$ cat src/rtl/hssthp_fifo_clr_ctrl_pkg.sv
// Shared types and helpers for the HSSTHP RX FIFO-clear controller.
// Optional statistics build: HSSTHP_FIFO_CLR_STATS_EN.
package hssthp_fifo_clr_pkg;

  typedef enum logic [2:0] {
    IDLE      = 3'd0,
    WAIT_DONE = 3'd1,
    SETTLE    = 3'd2,
    CLEAR     = 3'd3,
    DONE      = 3'd4
  } clr_state_e;

  localparam int STAT_W = 8;

  // Width of a counter that must hold the largest of three limits without wrapping.
  function automatic int clog2_max(input int a, input int b, input int c);
    int m;
    m = a;
    if (b > m) m = b;
    if (c > m) m = c;
    return $clog2(m + 1);
  endfunction

  // Bonding groups are 1, 2, 4 or 8 lanes wide.
  function automatic bit grp_size_ok(input int gs);
    return (gs == 1) || (gs == 2) || (gs == 4) || (gs == 8);
  endfunction

endpackage

$ cat src/rtl/hssthp_fifo_clr_ctrl_if.sv
// Lane-side bundle between the reset sequencer, the controller and the PCS clear pins.
// With HSSTHP_FIFO_CLR_STATS_EN the per-group clear counters ride along.
interface hssthp_fifo_clr_ctrl_if #(
  parameter int NUM_LANES = 4,
  parameter int NG        = 2
);
  logic [NUM_LANES-1:0] i_lane_srst;
  logic [NUM_LANES-1:0] i_cdr_align;
  logic [NUM_LANES-1:0] i_rxlane_done;
  logic [NUM_LANES-1:0] i_fifo_clr_req;
  logic [NUM_LANES-1:0] o_fifo_clr_en;
  logic [NG-1:0]        o_grp_timeout;
  logic [NG-1:0]        o_grp_busy;
`ifdef HSSTHP_FIFO_CLR_STATS_EN
  logic [NG*8-1:0]      o_clr_cnt;

  modport master (
    output i_lane_srst, i_cdr_align, i_rxlane_done, i_fifo_clr_req,
    input  o_fifo_clr_en, o_grp_timeout, o_grp_busy, o_clr_cnt
  );
  modport slave (
    input  i_lane_srst, i_cdr_align, i_rxlane_done, i_fifo_clr_req,
    output o_fifo_clr_en, o_grp_timeout, o_grp_busy, o_clr_cnt
  );
`else
  modport master (
    output i_lane_srst, i_cdr_align, i_rxlane_done, i_fifo_clr_req,
    input  o_fifo_clr_en, o_grp_timeout, o_grp_busy
  );
  modport slave (
    input  i_lane_srst, i_cdr_align, i_rxlane_done, i_fifo_clr_req,
    output o_fifo_clr_en, o_grp_timeout, o_grp_busy
  );
`endif
endinterface

$ cat src/rtl/hssthp_fifo_clr_ctrl_grp_fsm.sv
// One bonding group: CDR/lane-done sequencing, fixed-width FIFO clear pulse,
// WAIT_DONE watchdog and bypass path. HSSTHP_FIFO_CLR_STATS_EN adds a clear counter.
//
//   state     | meaning
//   ----------+-----------------------------------------------------------
//   IDLE      | waiting for a CDR-align rising edge on any group lane
//   WAIT_DONE | waiting for every group lane_done; watchdog running
//   SETTLE    | all lanes done, counting SETTLE_CYC before clearing
//   CLEAR     | FIFO clear asserted on all group lanes for CLR_PULSE_CYC
//   DONE      | clear issued; re-arm on new edge, fall back when CDR lost
module hssthp_fifo_clr_grp_fsm
  import hssthp_fifo_clr_pkg::*;
#(
  parameter int GROUP_SIZE    = 2,
  parameter int SETTLE_CYC    = 16,
  parameter int CLR_PULSE_CYC = 4,
  parameter int TIMEOUT_CYC   = 65535,
  parameter bit BYPASS        = 1'b0
) (
  input  logic                  clk,
  input  logic                  rst_n,
  input  logic [GROUP_SIZE-1:0] lane_srst,
  input  logic [GROUP_SIZE-1:0] cv,
  input  logic [GROUP_SIZE-1:0] cv_rise,
  input  logic [GROUP_SIZE-1:0] lane_done,
  input  logic [GROUP_SIZE-1:0] clr_req,
  output logic [GROUP_SIZE-1:0] clr_en,
  output logic                  timeout,
  output logic                  busy
`ifdef HSSTHP_FIFO_CLR_STATS_EN
  ,
  output logic [STAT_W-1:0]     clr_cnt
`endif
);

  localparam int            CW          = clog2_max(SETTLE_CYC, CLR_PULSE_CYC, TIMEOUT_CYC);
  localparam logic [CW-1:0] SETTLE_LAST = CW'(SETTLE_CYC - 1);
  localparam logic [CW-1:0] PULSE_LAST  = CW'(CLR_PULSE_CYC - 1);
  localparam logic [CW-1:0] TO_LAST     = CW'(TIMEOUT_CYC - 1);
  localparam logic [CW-1:0] CNT_MAX     = '1;

  clr_state_e            state, state_nxt;
  logic [CW-1:0]         cnt, cnt_nxt, cnt_inc;
  logic                  srst_any, all_done, any_rise, any_cv;
  logic [GROUP_SIZE-1:0] clr_d;
  logic                  to_d;

  assign srst_any = |lane_srst;
  assign all_done = &lane_done;
  assign any_rise = |cv_rise;
  assign any_cv   = |cv;
  assign cnt_inc  = (cnt == CNT_MAX) ? cnt : cnt + CW'(1);
  assign busy     = (state != IDLE) && (state != DONE);

  // State and counter register.
  always_ff @(posedge clk or negedge rst_n) begin
    if (!rst_n) begin
      state <= IDLE;
      cnt   <= '0;
    end else begin
      state <= state_nxt;
      cnt   <= cnt_nxt;
    end
  end

  // Next-state and counter update; soft reset and bypass pin the FSM in IDLE.
  always_comb begin
    state_nxt = state;
    cnt_nxt   = cnt_inc;
    if (BYPASS || srst_any) begin
      state_nxt = IDLE;
      cnt_nxt   = '0;
    end else begin
      unique case (state)
        IDLE: begin
          cnt_nxt = '0;
          if (any_rise) state_nxt = WAIT_DONE;
        end
        WAIT_DONE: begin
          if (all_done) begin
            state_nxt = SETTLE;
            cnt_nxt   = '0;
          end else if (cnt == TO_LAST) begin
            state_nxt = IDLE;
            cnt_nxt   = '0;
          end
        end
        SETTLE: begin
          if (!all_done) begin
            state_nxt = WAIT_DONE;
            cnt_nxt   = '0;
          end else if (cnt == SETTLE_LAST) begin
            state_nxt = CLEAR;
            cnt_nxt   = '0;
          end
        end
        CLEAR: begin
          if (cnt == PULSE_LAST) begin
            state_nxt = DONE;
            cnt_nxt   = '0;
          end
        end
        DONE: begin
          cnt_nxt = '0;
          if (any_rise)     state_nxt = WAIT_DONE;
          else if (!any_cv) state_nxt = IDLE;
        end
        default: begin
          state_nxt = IDLE;
          cnt_nxt   = '0;
        end
      endcase
    end
  end

  // Output decode ahead of the output register; soft reset forces the clear low.
  always_comb begin
    clr_d = '0;
    to_d  = 1'b0;
    if (!srst_any) begin
      if (BYPASS)              clr_d = clr_req;
      else if (state == CLEAR) clr_d = '1;
      to_d = !BYPASS && (state == WAIT_DONE) && !all_done && (cnt == TO_LAST);
    end
  end

  // Registered clear and watchdog outputs.
  always_ff @(posedge clk or negedge rst_n) begin
    if (!rst_n) begin
      clr_en  <= '0;
      timeout <= 1'b0;
    end else begin
      clr_en  <= clr_d;
      timeout <= to_d;
    end
  end

`ifdef HSSTHP_FIFO_CLR_STATS_EN
  logic req_or_d;
  logic bump;

  assign bump = BYPASS ? ((|clr_req) && !req_or_d)
                       : ((state_nxt == CLEAR) && (state != CLEAR));

  // Saturating count of issued clears (CLEAR entries or bypass request edges).
  always_ff @(posedge clk or negedge rst_n) begin
    if (!rst_n) begin
      clr_cnt  <= '0;
      req_or_d <= 1'b0;
    end else begin
      req_or_d <= |clr_req;
      if (srst_any)                    clr_cnt <= '0;
      else if (bump && (clr_cnt != '1)) clr_cnt <= clr_cnt + STAT_W'(1);
    end
  end
`endif

endmodule

$ cat src/rtl/hssthp_fifo_clr_ctrl.sv
// HSSTHP RX FIFO-clear controller: lane RX-enable masking, CDR-align edge
// detection and one sequencing FSM per bonding group.
// Optional per-group clear statistics: HSSTHP_FIFO_CLR_STATS_EN.
module hssthp_fifo_clr_ctrl
  import hssthp_fifo_clr_pkg::*;
#(
  parameter int                               NUM_LANES     = 4,
  parameter int                               GROUP_SIZE    = 2,
  parameter logic [NUM_LANES-1:0]             LANE_RX_EN    = {NUM_LANES{1'b1}},
  parameter logic [NUM_LANES/GROUP_SIZE-1:0]  GROUP_BYPASS  = '0,
  parameter int                               SETTLE_CYC    = 16,
  parameter int                               CLR_PULSE_CYC = 4,
  parameter int                               TIMEOUT_CYC   = 65535
) (
  input  logic                   clk,
  input  logic                   rst_n,
  hssthp_fifo_clr_ctrl_if.slave  bus
);

  localparam int NG = NUM_LANES / GROUP_SIZE;

  if (!grp_size_ok(GROUP_SIZE) || ((NUM_LANES % GROUP_SIZE) != 0) ||
      (NUM_LANES < 1) || (NUM_LANES > 16)) begin : g_bad_param
    $error("hssthp_fifo_clr_ctrl: illegal NUM_LANES=%0d / GROUP_SIZE=%0d", NUM_LANES, GROUP_SIZE);
  end

  logic [NUM_LANES-1:0] cv, cv_d, cv_rise;
  logic [NUM_LANES-1:0] clr_en_w;
  logic [NG-1:0]        timeout_w, busy_w;
`ifdef HSSTHP_FIFO_CLR_STATS_EN
  logic [NG*8-1:0]      clr_cnt_w;
  assign bus.o_clr_cnt = clr_cnt_w;
`endif

  assign cv      = bus.i_cdr_align & LANE_RX_EN;
  assign cv_rise = cv & ~cv_d;

  assign bus.o_fifo_clr_en = clr_en_w;
  assign bus.o_grp_timeout = timeout_w;
  assign bus.o_grp_busy    = busy_w;

  // One-cycle delay of the masked CDR-align for rising-edge detection.
  always_ff @(posedge clk or negedge rst_n) begin
    if (!rst_n) cv_d <= '0;
    else        cv_d <= cv;
  end

  for (genvar g = 0; g < NG; g++) begin : g_grp
    localparam int LO = g * GROUP_SIZE;

    hssthp_fifo_clr_grp_fsm #(
      .GROUP_SIZE    (GROUP_SIZE),
      .SETTLE_CYC    (SETTLE_CYC),
      .CLR_PULSE_CYC (CLR_PULSE_CYC),
      .TIMEOUT_CYC   (TIMEOUT_CYC),
      .BYPASS        (GROUP_BYPASS[g])
    ) u_fsm (
      .clk       (clk),
      .rst_n     (rst_n),
      .lane_srst (bus.i_lane_srst[LO +: GROUP_SIZE]),
      .cv        (cv[LO +: GROUP_SIZE]),
      .cv_rise   (cv_rise[LO +: GROUP_SIZE]),
      .lane_done (bus.i_rxlane_done[LO +: GROUP_SIZE]),
      .clr_req   (bus.i_fifo_clr_req[LO +: GROUP_SIZE]),
      .clr_en    (clr_en_w[LO +: GROUP_SIZE]),
      .timeout   (timeout_w[g]),
      .busy      (busy_w[g])
`ifdef HSSTHP_FIFO_CLR_STATS_EN
      ,
      .clr_cnt   (clr_cnt_w[g*8 +: 8])
`endif
    );
  end

endmodule

$ cat src/flat_wrapper.sv
// flat-port wrapper written by rule: the top's interface ports become plain ports
module hssthp_fifo_clr_ctrl_flat import hssthp_fifo_clr_pkg::*;
#(
  parameter int                               NUM_LANES     = 4,
  parameter int                               GROUP_SIZE    = 2,
  parameter logic [NUM_LANES-1:0]             LANE_RX_EN    = {NUM_LANES{1'b1}},
  parameter logic [NUM_LANES/GROUP_SIZE-1:0]  GROUP_BYPASS  = '0,
  parameter int                               SETTLE_CYC    = 16,
  parameter int                               CLR_PULSE_CYC = 4,
  parameter int                               TIMEOUT_CYC   = 65535
)
  (clk, rst_n, bus_i_lane_srst, bus_i_cdr_align, bus_i_rxlane_done, bus_i_fifo_clr_req, bus_o_fifo_clr_en, bus_o_grp_timeout, bus_o_grp_busy);
  hssthp_fifo_clr_ctrl_if #(.NUM_LANES(NUM_LANES), .NG(2)) bus_i ();
  input  logic clk;
  input  logic rst_n;
  input wire logic [$bits(bus_i.i_lane_srst)-1:0] bus_i_lane_srst;
  input wire logic [$bits(bus_i.i_cdr_align)-1:0] bus_i_cdr_align;
  input wire logic [$bits(bus_i.i_rxlane_done)-1:0] bus_i_rxlane_done;
  input wire logic [$bits(bus_i.i_fifo_clr_req)-1:0] bus_i_fifo_clr_req;
  output wire logic [$bits(bus_i.o_fifo_clr_en)-1:0] bus_o_fifo_clr_en;
  output wire logic [$bits(bus_i.o_grp_timeout)-1:0] bus_o_grp_timeout;
  output wire logic [$bits(bus_i.o_grp_busy)-1:0] bus_o_grp_busy;
  assign bus_i.i_lane_srst = bus_i_lane_srst;
  assign bus_i.i_cdr_align = bus_i_cdr_align;
  assign bus_i.i_rxlane_done = bus_i_rxlane_done;
  assign bus_i.i_fifo_clr_req = bus_i_fifo_clr_req;
  assign bus_o_fifo_clr_en = bus_i.o_fifo_clr_en;
  assign bus_o_grp_timeout = bus_i.o_grp_timeout;
  assign bus_o_grp_busy = bus_i.o_grp_busy;
  hssthp_fifo_clr_ctrl #(.NUM_LANES(NUM_LANES), .GROUP_SIZE(GROUP_SIZE), .LANE_RX_EN(LANE_RX_EN), .GROUP_BYPASS(GROUP_BYPASS), .SETTLE_CYC(SETTLE_CYC), .CLR_PULSE_CYC(CLR_PULSE_CYC), .TIMEOUT_CYC(TIMEOUT_CYC)) u_core (.clk(clk), .rst_n(rst_n), .bus(bus_i));
endmodule
$ cat config.mk
export PLATFORM = sky130hd
export DESIGN_NAME = hssthp_fifo_clr_ctrl_flat
export DESIGN_NICKNAME = d
export VERILOG_FILES = /design/src/rtl/hssthp_fifo_clr_ctrl_pkg.sv /design/src/rtl/hssthp_fifo_clr_ctrl_if.sv /design/src/rtl/hssthp_fifo_clr_ctrl_grp_fsm.sv /design/src/rtl/hssthp_fifo_clr_ctrl.sv /design/src/flat_wrapper.sv
export SDC_FILE = /design/constraint.sdc
export NUM_CORES = 1
export LEC_CHECK = 0
export ABC_AREA = 1
export CAP_MARGIN = 20
export CORE_UTILIZATION = 51
export CTS_BUF_LIST = sky130_fd_sc_hd__clkbuf_16
export DETAILED_ROUTE_END_ITERATION = 10
export PLACE_DENSITY = 0.72
export SLEW_MARGIN = 40
export SYNTH_ARGS = -nofsm -noshare
export SYNTH_HDL_FRONTEND = slang
export SYNTH_SLANG_ARGS = --single-unit
$ cat constraint.sdc
create_clock -name clk -period 3.87 [get_ports clk]
set_input_delay 0.5805 -clock clk [delete_from_list [all_inputs] [get_ports clk]]
set_output_delay 0.5805 -clock clk [all_outputs]
set_load 0.02 [all_outputs]
==> results.yml <==
status:
  status: "complete, no violations"
routing:
  via_count: 2418
  drt_iter0_drc: 120
  avgRoutedWirePerCell_um: 11.7
  viasPerCell: 5.14
  ant_nets: 0
  drt-total-wl_um: 5520
  dr.pass1.iters: 4
  post-route-drc-count: 0
yosys:
  yosysWarningCount: 0
  synth_area_leaders: "dfrtp_1 (41%), nor2_1 (11%), nand2_1 (10%)"
  yosysSeqAreaShare_pct: 41.0
  yosysMostFrequentCell: "nor2_1"
  synth_top_area_share_pct: 41.0
  synth_commonest_cells: "nor2_1 (82), nand2_1 (75), dfrtp_1 (46)"
  synthesis.nets: 401
  syn_avg_cell_area_um2: 7.41
  synth-edff-count: 0
  synth_cells: 379
  yosys.area.top_type: "dfrtp_1"
  synthArstFlopShare_pct: 100
  synthFlopType: "dfrtp_1"
  synth_cell_types: 33
  ys_ff_latch: 46
  synth_area_mm2: 0.00281
placed_design:
  hpwlAfterDp_um: 4070
  gp_congestion: 0.871
  dpl.cell_count: 462
  io_buffers: 21
  preCtsSetupSlack_ns: 1.74
clocking:
  clockBufferDepth: 2
  htreeDepth: 2
  cts-root-buf: "clkbuf_16"
  clkTransAtPathRegs_ns: 0.06
  ctsResizeCount: 0
  clk_latency_ns: 0.28
  numCtsBuffers: 5
  hold_buffers: 0
  post-cts-setup-buffers: 0
  cts_tree: "built"
  clock_sinks: 46
sta:
  max_slew_margin_pct: 61.7
  timing.setup.tns_ns: 0
  final_hold_viol_count: 0
  fmax_mhz: 459
  worst_slack_ns: 1.69
  period_share_pct: 56.2
  tightest_slew_ns: 0.575
  clock_skew_ns: 0.00577
  holdWs_ns: 0.293
  drv_slew: 0
  post-route-min-period_ns: 2.18
  rsz0062_at_grt: "no"
  finalSetupViolations: 0
die:
  die_y_um: 76.2
  dieArea_mm2: 0.00581
  floorplan.initialDensity_pct: 54.0
  core_mm2: 0.00520
  ios: 26
  die_w_um: 76.2
  num_rows: 26
power:
  p_leak_nw: 1.45
  peakVddDrop_uv: 257
  power_mw: 1.02
  p_per_area_mw_per_mm2: 319
critical_path:
  reg2reg_depth: 7
  path_class: "flop to output port"
  critPathLaunchType: "flop"
  end_kind: "output port"
  critPathRequiredTime_ns: 3.29
  arrival_ns: 1.60
  path_max_fanout: 6
global_routing:
  antenna_found_initial: 0
  grt_pass1_wl_um: 9650
  grt_max_degree: 47
  track_usage_pct: 20.5
  overflow: 0
  grt_pass1_vias: 2278
cells_and_area:
  fin_nets: 421
  layout-drive-gt1-share_pct: 9.00
  instances_no_fill: 470
  fillers: 481
  area_delta_synth_final_pct: 13.9
  diodes: 0
run:
  maxCapViolCount: 0
hold_path:
  hold_path_class: "input pin to async pin"
## registers in the layout (all words and copies together) (netlist names)
signal and count:
u_core.g_grp.u_fsm.state 6, u_core.g_grp.u_fsm.cnt 32, u_core.g_grp.u_fsm.timeout 2, u_core.g_grp.u_fsm.clr_en 2, u_core.cv_d 4
## power by group
part           leakage, nW  switching (mW)  internal (mW)
clock               0.0864           0.167          0.300
sequential           0.632         0.00302          0.485
combinational        0.729          0.0381         0.0264
## layer usage
metal / global-route usage [%] / share of wire (%) / vias to the layer above
met1: 27.3 / 48 / 1120
met2: 33.7 / 47 / 42
met4: 6.73 / 0.78 / 0
met3: 3.71 / 4.0 / 4
li1: - / - / 1252
met5: 0 / 0 / -
## layout by cell type, fill, tap and decap left out, types with 3 or more instances in the layout
cell | synthesis | final
nand3_2 | 4 | 4
clkdlybuf4s50_1 | 0 | 20
nand2_1 | 75 | 75
clkbuf_16 | 0 | 5
dfrtp_1 | 46 | 46
inv_1 | 41 | 43
nand3_1 | 25 | 25
nand4_1 | 8 | 8
nand2_4 | 3 | 3
ha_1 | 4 | 4
nor3_1 | 9 | 9
or2_2 | 3 | 3
o22ai_1 | 3 | 3
a21oi_1 | 14 | 14
xor2_1 | 8 | 8
nor2_2 | 6 | 6
nor4_1 | 3 | 3
o21ai_0 | 14 | 14
nor2_1 | 82 | 82
nor3_2 | 3 | 3
xnor2_1 | 5 | 5
## logic make-up after synthesis
family | after synthesis | share of synthesized area, %
compound gates | 38 | 7.93
simple gates | 227 | 37.1
xor+xnor | 13 | 4.05
buf+inv | 51 | 8.15
flops | 46 | 41.0
fa+ha+maj | 4 | 1.78
## stage by stage
stage / cell area, um2 / util, %
6_report: 3200 / 61.5
5_1_grt: 3200 / 61.5
4_1_cts: 3200 / 61.5
3_5_place_dp: 3040 / 58.4
3_3_place_gp: 3040 / 58.3
2_1_floorplan: 2810 / -
## final cells by class
| class | instances | area, um2 | area share, % |
|---|---|---|---|
| clock buffers | 5 | 125 | 3.91 |
| clock inverters | 3 | 37.5 | 1.17 |
| inverters | 43 | 161 | 5.04 |
| multi-input cells | 282 | 1430 | 44.7 |
| flip-flops and latches | 46 | 1150 | 36.0 |
| well taps | 70 | 87.6 | 2.74 |
| repair buffers | 21 | 208 | 6.49 |
## critical path, stage by stage (launching register included)
cell	delay [ns]
dfrtp_1	0.43
nor2_1	0.22
inv_1	0.11
clkdlybuf4s50_1	0.56
## worst paths after layout
kind,start,slack [ns],endpoint
setup / recovery,u_core.g_grp[1].u_fsm.state[0],1.69,bus_o_grp_busy[1]
hold / removal,rst_n,0.29,u_core.cv_d[0]
setup reg to reg,u_core.g_grp[1].u_fsm.cnt[0],2.13,u_core.g_grp[1].u_fsm.cnt[0]
hold reg to reg,u_core.g_grp[1].u_fsm.state[1],0.55,u_core.g_grp[1].u_fsm.state[1]
max in group asynchronous,rst_n,3.18,u_core.g_grp[0].u_fsm.cnt[0]
min in group clk,u_core.g_grp[1].u_fsm.state[1],0.55,u_core.g_grp[1].u_fsm.state[1]
(Power assumes the default switching activity.)
